File: src/rtl/adc_byte_packetizer.sv
// adc_byte_packetizer
//   Pops bytes from a standard (non-FWFT) FIFO read port and frames them as
//   SYNC0, SYNC1, seq[15:8], seq[7:0], PAYLOAD_LEN payload bytes, checksum.
//   The checksum is the mod-256 sum of both sequence bytes and every payload
//   byte. Output is a byte-wide valid/ready stream.
//
// Ports
//   clk, rst_n     : FIFO read clock, asynchronous active-low reset
//   enable         : permits starting new packets (sampled in IDLE/DONE)
//   fifo_dout      : FIFO read data, valid one clk after fifo_rd_en
//   fifo_empty     : FIFO empty flag
//   fifo_rst_busy  : FIFO read-side reset busy, no reads while high
//   fifo_rd_en     : FIFO pop strobe (combinational, PAYLOAD state only)
//   m_data/m_valid/m_last/m_ready : output stream, m_last marks the checksum
//   pkt_count      : packets fully transmitted, wraps
//   busy           : high whenever the FSM is not idle
module adc_byte_packetizer #(
  parameter int unsigned PAYLOAD_LEN = 64,
  parameter logic [7:0]  SYNC0       = 8'hA5,
  parameter logic [7:0]  SYNC1       = 8'h5A
) (
  input  logic        clk,
  input  logic        rst_n,
  input  logic        enable,
  input  logic [7:0]  fifo_dout,
  input  logic        fifo_empty,
  input  logic        fifo_rst_busy,
  output logic        fifo_rd_en,
  output logic [7:0]  m_data,
  output logic        m_valid,
  output logic        m_last,
  input  logic        m_ready,
  output logic [15:0] pkt_count,
  output logic        busy
);

  localparam logic [15:0] LEN = 16'(PAYLOAD_LEN);

  typedef enum logic [2:0] {IDLE, HDR, PAYLOAD, CSUM, DONE} state_t;

  state_t      state, state_d;
  logic [1:0]  hdr_idx, hdr_idx_d;
  logic [7:0]  csum, csum_d;
  logic [15:0] seq, seq_d;
  logic [15:0] req_cnt, req_cnt_d;
  logic        rd_pend;
  logic [7:0]  data_d;
  logic        valid_d, last_d;
  logic [15:0] pkt_d;
  logic        free, xfer, start_ok;

  assign free     = !m_valid || m_ready;
  assign xfer     = m_valid && m_ready;
  assign start_ok = enable && !fifo_empty && !fifo_rst_busy;
  assign busy     = (state != IDLE);

  always_comb begin
    state_d    = state;
    hdr_idx_d  = hdr_idx;
    csum_d     = csum;
    seq_d      = seq;
    req_cnt_d  = req_cnt;
    data_d     = m_data;
    valid_d    = m_valid && !m_ready;
    last_d     = m_last;
    pkt_d      = pkt_count;
    fifo_rd_en = 1'b0;

    case (state)
      IDLE: begin
        if (start_ok) begin
          state_d   = HDR;
          hdr_idx_d = '0;
          csum_d    = '0;
        end
      end

      HDR: begin
        if (free) begin
          valid_d   = 1'b1;
          last_d    = 1'b0;
          hdr_idx_d = hdr_idx + 2'd1;
          case (hdr_idx)
            2'd0: data_d = SYNC0;
            2'd1: data_d = SYNC1;
            2'd2: begin
              data_d = seq[15:8];
              csum_d = csum + seq[15:8];
            end
            default: begin
              data_d    = seq[7:0];
              csum_d    = csum + seq[7:0];
              state_d   = PAYLOAD;
              req_cnt_d = '0;
            end
          endcase
        end
      end

      PAYLOAD: begin
        // A pop is only issued when the output register will be empty by the
        // time its data returns, so the returning byte never overwrites a
        // stalled one.
        fifo_rd_en = !fifo_empty && !fifo_rst_busy && !rd_pend &&
                     (req_cnt < LEN) && free;
        if (fifo_rd_en) begin
          req_cnt_d = req_cnt + 16'd1;
        end
        if (rd_pend) begin
          data_d  = fifo_dout;
          valid_d = 1'b1;
          csum_d  = csum + fifo_dout;
          // req_cnt already counts the byte arriving now
          if (req_cnt == LEN) begin
            state_d = CSUM;
          end
        end
      end

      CSUM: begin
        if (free) begin
          data_d  = csum;
          last_d  = 1'b1;
          valid_d = 1'b1;
          state_d = DONE;
        end
      end

      DONE: begin
        if (xfer) begin
          last_d    = 1'b0;
          seq_d     = seq + 16'd1;
          pkt_d     = pkt_count + 16'd1;
          hdr_idx_d = '0;
          csum_d    = '0;
          state_d   = start_ok ? HDR : IDLE;
        end
      end

      default: state_d = IDLE;
    endcase
  end

  always_ff @(posedge clk or negedge rst_n) begin
    if (!rst_n) begin
      state     <= IDLE;
      hdr_idx   <= '0;
      csum      <= '0;
      seq       <= '0;
      req_cnt   <= '0;
      rd_pend   <= 1'b0;
      m_data    <= '0;
      m_valid   <= 1'b0;
      m_last    <= 1'b0;
      pkt_count <= '0;
    end else begin
      state     <= state_d;
      hdr_idx   <= hdr_idx_d;
      csum      <= csum_d;
      seq       <= seq_d;
      req_cnt   <= req_cnt_d;
      rd_pend   <= fifo_rd_en;
      m_data    <= data_d;
      m_valid   <= valid_d;
      m_last    <= last_d;
      pkt_count <= pkt_d;
    end
  end

endmodule

File: config.mk
export PLATFORM = sky130hd
export DESIGN_NAME = adc_byte_packetizer
export DESIGN_NICKNAME = d
export VERILOG_FILES = /design/src/rtl/adc_byte_packetizer.sv
export SDC_FILE = /design/constraint.sdc
export NUM_CORES = 1
export LEC_CHECK = 0
export CAP_MARGIN = 10
export CORE_MARGIN = 8
export CORE_UTILIZATION = 37
export DETAILED_ROUTE_END_ITERATION = 7
export GPL_ROUTABILITY_DRIVEN = 0
export PLACE_DENSITY = 0.62
export SLEW_MARGIN = 20
export SYNTH_ARGS = -nofsm -noshare
export SYNTH_HDL_FRONTEND = slang
export SYNTH_SLANG_ARGS = --single-unit
File: constraint.sdc
create_clock -name clk -period 3.2 [get_ports clk]
set_input_delay 0.96 -clock clk [delete_from_list [all_inputs] [get_ports clk]]
set_output_delay 0.96 -clock clk [all_outputs]
set_load 0.005 [all_outputs]
# [After elaboration in Yosys (flattened, before gate mapping)]
# Index checks and enable logic that the tools add are counted.
[word_totals] output_inout_bits=28 elab_cells=102 reg_bits=72
[classes] add_sub_neg=7 n_reduce_logical=32 order_cmp=1 eq_ne=16 muxes=36
[op_table] cell="$mux 8" count=7
[op_table] cell="$add 16x1->16 const B" count=3
[op_table] cell="$mux 16" count=3
[op_table] cell="$pmux 8 s3" count=2
[op_table] cell="$pmux 16 s2" count=1
[op_table] cell="$pmux 8 s4" count=1
[op_table] cell="$add 8x8->8" count=3
[op_table] cell="$mux 3" count=7
[op_table] cell="$ne 2x2->1 const B" count=9
[op_table] cell="$eq 16x7->1 const B" count=1
[op_table] cell="$lt 16x7->1 const B" count=1
[op_table] cell="$pmux 8 s2" count=1
[op_table] cell="$reduce_and 4->1" count=4
[op_table] cell="$pmux 3 s5" count=1
[op_table] cell="$reduce_bool 3->1" count=4
[op_table] cell="$logic_and 1x1->1" count=8
[op_table] cell="$mux 1" count=7
[op_table] cell="$reduce_and 7->1" count=1
[op_table] cell="$eq 3x2->1 const B" count=2
[op_table] cell="$mux 2" count=3
[op_table] cell="$pmux 2 s3" count=1
[op_table] cell="$reduce_and 6->1" count=1
[op_table] cell="$logic_not 1->1" count=5
[op_table] cell="$reduce_bool 4->1" count=1
[op_table] cell="other kinds (14)" count=15

# [Longest topological paths before layout]
[depth] depth_word=7 depth_mapped=13

# [Least setup slack after synthesis]
# Ideal clock, no wire load.
[synth_timing] path_type="input port to output port" start="in fifo_empty" end="out fifo_rd_en" path_slack_ps=355 stages=2 t_arrival_ps=1885 path_cell_list="or4_1 > nor4_1"
[synth_between] elab_chain_cells=6
[synth_lines] element="from (decl)" line="26" text="input logic fifo_empty,"
[synth_lines] element="$logic_not 1->1" line="104" text="fifo_rd_en = !fifo_empty && !fifo_rst_busy && !rd_pend &&"
[synth_lines] element="$logic_and 1x1->1 (3 in a row)" line="104"
[synth_lines] element="$logic_and 1x1->1" line="105" text="(req_cnt < LEN) && free;"
[synth_lines] element="$mux 1" line="69" text="case (state)"
[synth_lines] element="to (decl)" line="28" text="output logic fifo_rd_en,"
# No other way between the ends.

# [Final worst setup path]
# Same ends and word-level chain as after synthesis.

==> flow_summary.json <==
{
  "outcome": "complete, no violations",
  "crit_slowest_cell": "sky130_fd_sc_hd__or4_4",
  "maxCapViolCount": 0,
  "crit_fanout": 2,
  "tritoncts": "yes",
  "routedWlPerCell_um": 15.0,
  "final_util_pct": 46.2,
  "drt-pass1-iter-count": 4,
  "clock_sink_count": 72,
  "grt_setup_unrepaired": "no",
  "overflow": 0,
  "initial_utilization_pct": 37.6,
  "longest_individual_stage_delay_on_the_worst_path_ns": 0.50,
  "ctsHtreeMaxLevel": 3,
  "worst-endpoint-arrival_ns": 2.09,
  "min_from": "pkt_count[15]$_DFFE_PN0P_",
  "clk_latency_ns": 0.34,
  "remaining_drc_errors": 0,
  "critPathLaunchType": "input pin",
  "rr_startpoint": "hdr_idx[0]$_DFFE_PN0P_",
  "ctsRootBufferMaster": "sky130_fd_sc_hd__clkbuf_8",
  "leakage_nw": 2.19,
  "setup_viol": 0,
  "drive_above_1_share_pct": 11.9,
  "synth-seq-area-share_pct": 44.4,
  "first_iter_violations": 188,
  "area_growth_pct": 23.0,
  "drt.antenna.violating_nets": 0,
  "number_of_global_route_vias_before_repair": 3339,
  "grt_util_all_layers_pct": 13.5,
  "fin_skew_ns": 0.0127,
  "vias_per_cell": 5.14,
  "syn_avg_cell_area_um2": 9.75,
  "antenna_found_initial": 0,
  "share_of_synthesized_flip_flops_with_an_asynchronous_set_or_reset_pct": 100,
  "synthesis.instances": 416,
  "yosys.cell_types.count": 53,
  "timing.critical_path.required_ns": 2.24,
  "final_hold_violation_count": 0,
  "max_slew.worst_pin.slew_ns": 0.558,
  "synth.cell_area_um2": 4060,
  "timing.fmax_mhz": 327,
  "synth-seq-cells": 72,
  "clock_path_buffers": 2,
  "slew_violations": 0,
  "clk_transition_reported_paths_ns": 0.08,
  "post_route_minimum_period_ns": 3.05,
  "detail_route.wirelength_mm": 9.27,
  "dpl.cell_count": 603,
  "cp-end-kind": "output port",
  "power_per_cell_area_nw_per_um2": 501,
  "mappedNetlistNets": 447,
  "max_slew_margin_pct": 62.5,
  "rows": 38,
  "pin_count": 42,
  "grt_start_max_net_pins": 73,
  "critical_path.startpoint": "fifo_empty",
  "synth_ff_type": "sky130_fd_sc_hd__dfrtp_1",
  "final_cells": 619,
  "criticalPathCategory": "input pin to output port",
  "placement.io_buffers": 41,
  "seqCellArea_um2": 1800,
  "detailroute.via_count": 3181,
  "pre_cts_slack_ns": -0.531,
  "multi_input_logic_area_um2": 2120,
  "timing.hold.ws_ns": 0.487,
  "crit_chain": "dlygate4sd2_1 > or4_4 > nor4_4 > buf_4 > buf_6",
  "placed_area_um2": 4760,
  "peakVddDrop_v": 0.000292,
  "hp-class": "register to register",
  "cts_made_buffers": 9,
  "postLayoutSetupSlackWorst_ns": 0.145,
  "core_outline_area_um2": 10800,
  "grt_pass1_wl_mm": 16.2,
  "die_area_um2": 14600,
  "die_width_um": 121,
  "die_h_um": 121,
  "period_share_pct": 95.5,
  "yosys_warnings": 0,
  "n_antenna_cell": 0,
  "postLayoutCellArea_um2": 4990,
  "nets": 505,
  "post-dp-hpwl_mm": 6.84,
  "filler_cell_count": 1021,
  "synth-edff-count": 0
}
Yosys cell counts (4+ instances only):
master | instances | area, µm²
sky130_fd_sc_hd__dfrtp_1 | 72 | 1800
sky130_fd_sc_hd__nand2_1 | 45 | 169
sky130_fd_sc_hd__o21ai_0 | 27 | 135
sky130_fd_sc_hd__xnor2_1 | 24 | 210
sky130_fd_sc_hd__inv_1 | 18 | 67.6
sky130_fd_sc_hd__mux2i_1 | 18 | 180
sky130_fd_sc_hd__nand3_1 | 18 | 90.1
sky130_fd_sc_hd__a21oi_1 | 17 | 85.1
sky130_fd_sc_hd__ha_1 | 16 | 200
sky130_fd_sc_hd__nor2_1 | 16 | 60.1
sky130_fd_sc_hd__and2_1 | 13 | 81.3
sky130_fd_sc_hd__clkbuf_1 | 12 | 45.0
sky130_fd_sc_hd__xor2_1 | 9 | 78.8
sky130_fd_sc_hd__and3_1 | 8 | 50.1
sky130_fd_sc_hd__o211ai_1 | 8 | 60.1
sky130_fd_sc_hd__mux2_2 | 6 | 67.6
sky130_fd_sc_hd__nand4_1 | 6 | 37.5
sky130_fd_sc_hd__nor3_1 | 6 | 30.0
sky130_fd_sc_hd__o31ai_1 | 6 | 45.0
sky130_fd_sc_hd__a22o_1 | 5 | 43.8
sky130_fd_sc_hd__buf_2 | 5 | 25.0
sky130_fd_sc_hd__nor4_1 | 5 | 31.3
sky130_fd_sc_hd__a21o_1 | 4 | 30.0
sky130_fd_sc_hd__nand2b_1 | 4 | 25.0
sky130_fd_sc_hd__nor2b_1 | 4 | 25.0
sky130_fd_sc_hd__o21a_1 | 4 | 30.0
sky130_fd_sc_hd__or4_1 | 4 | 30.0
layout make-up:
class                      instances  area share, %
clock buffer                      10           2.76
clock inverter                     6           1.35
inverter                          18           1.35
multi-input combinational        307           42.5
sequential                        72           36.1
tap                              140           3.51
timing repair buffer              66           12.4
flip-flops by register name, indices dropped and copies added (netlist names):
register	count
m_last	1
seq	16
hdr_idx	2
m_data	8
m_valid	1
csum	8
state	3
pkt_count	16
rd_pend	1
req_cnt	16
routing by layer:
metal / GRT usage, % / share of wire, % / vias to the layer above
met5: 0 / 0 / -
li1: - / - / 1595
met2: 21.4 / 48 / 45
met1: 18.1 / 48 / 1534
met3: 2.61 / 3.6 / 7
met4: 4.76 / 0.98 / 0
kinds of logic (layout without fill, tap and decap cells):
family / count (synthesis) / in the layout / synth area share [%]
simple gates: 142 / 142 / 18.4
compound gates: 91 / 91 / 14.8
flops: 72 / 72 / 44.4
buf+inv: 37 / 100 / 3.76
xor+xnor: 33 / 33 / 7.13
mux: 24 / 24 / 6.11
fa+ha+maj: 17 / 17 / 5.43
placed cells by master, fill, tap and decap left out, types with 2 or more instances in the layout:
cell type	instances
sky130_fd_sc_hd__dfrtp_1	72
sky130_fd_sc_hd__nand2_1	45
sky130_fd_sc_hd__clkdlybuf4s50_1	37
sky130_fd_sc_hd__o21ai_0	27
sky130_fd_sc_hd__xnor2_1	24
sky130_fd_sc_hd__buf_4	23
sky130_fd_sc_hd__mux2i_1	18
sky130_fd_sc_hd__inv_1	18
sky130_fd_sc_hd__nand3_1	18
sky130_fd_sc_hd__a21oi_1	17
sky130_fd_sc_hd__nor2_1	16
sky130_fd_sc_hd__ha_1	16
sky130_fd_sc_hd__and2_1	13
sky130_fd_sc_hd__clkbuf_8	10
sky130_fd_sc_hd__xor2_1	9
sky130_fd_sc_hd__o211ai_1	8
sky130_fd_sc_hd__and3_1	8
sky130_fd_sc_hd__nor3_1	6
sky130_fd_sc_hd__mux2_2	6
sky130_fd_sc_hd__nand4_1	6
sky130_fd_sc_hd__o31ai_1	6
sky130_fd_sc_hd__a22o_1	5
sky130_fd_sc_hd__a21o_1	4
sky130_fd_sc_hd__nand2b_1	4
sky130_fd_sc_hd__nor2b_1	4
sky130_fd_sc_hd__nor4_1	4
sky130_fd_sc_hd__o21a_1	4
sky130_fd_sc_hd__o31a_1	3
sky130_fd_sc_hd__a211oi_1	3
sky130_fd_sc_hd__and4_1	3
sky130_fd_sc_hd__or4_1	3
sky130_fd_sc_hd__a21boi_0	3
sky130_fd_sc_hd__a221oi_1	2
sky130_fd_sc_hd__or3_1	2
sky130_fd_sc_hd__clkinvlp_4	2
sky130_fd_sc_hd__buf_12	2
path summary, 6_finish.rpt:
path / end / slack (ns) / cells after the start
max: fifo_rd_en / 0.15 / 5
min: pkt_count[15]$_DFFE_PN0P_ / 0.49 / 1
max reg2reg: csum[6]$_DFFE_PN0P_ / 0.30 / 10
min reg2reg: pkt_count[15]$_DFFE_PN0P_ / 0.49 / 1
max in group asynchronous: m_data[4]$_DFFE_PN0P_ / 2.23 / 2
min in group asynchronous: req_cnt[1]$_DFFE_PN0P_ / 0.60 / 2
timing repair:
action / CTS / global route
pin swaps: 2 / 1
endpoints found under the hold margin: 0 / 0
hold buffers: 0 / 0
resized for setup: 10 / 1
setup endpoints to repair: 1 / 1
buffers inserted: 0 / 0
power breakdown:
group          switching, mW  internal [mW]
sequential            0.0616          0.985
clock                  0.356          0.384
combinational          0.370          0.343
through the flow:
| step | power [mW] | TNS [ns] |
|---|---|---|
| 2_1_floorplan | 1.48 | 0 |
| 3_3_place_gp | 1.76 | -0.536 |
| 3_5_place_dp | 1.77 | -0.549 |
| 4_1_cts | 2.53 | 0 |
| 5_1_grt | 2.67 | 0 |
| 6_report | 2.50 | 0 |
critical path, delay by kind of cell:
family | cells | cell delay, ns
AND/OR/NAND/NOR | 2 | 0.64
buffers and inverters | 3 | 0.50
Note: power is estimated with default switching activity, not from simulation.
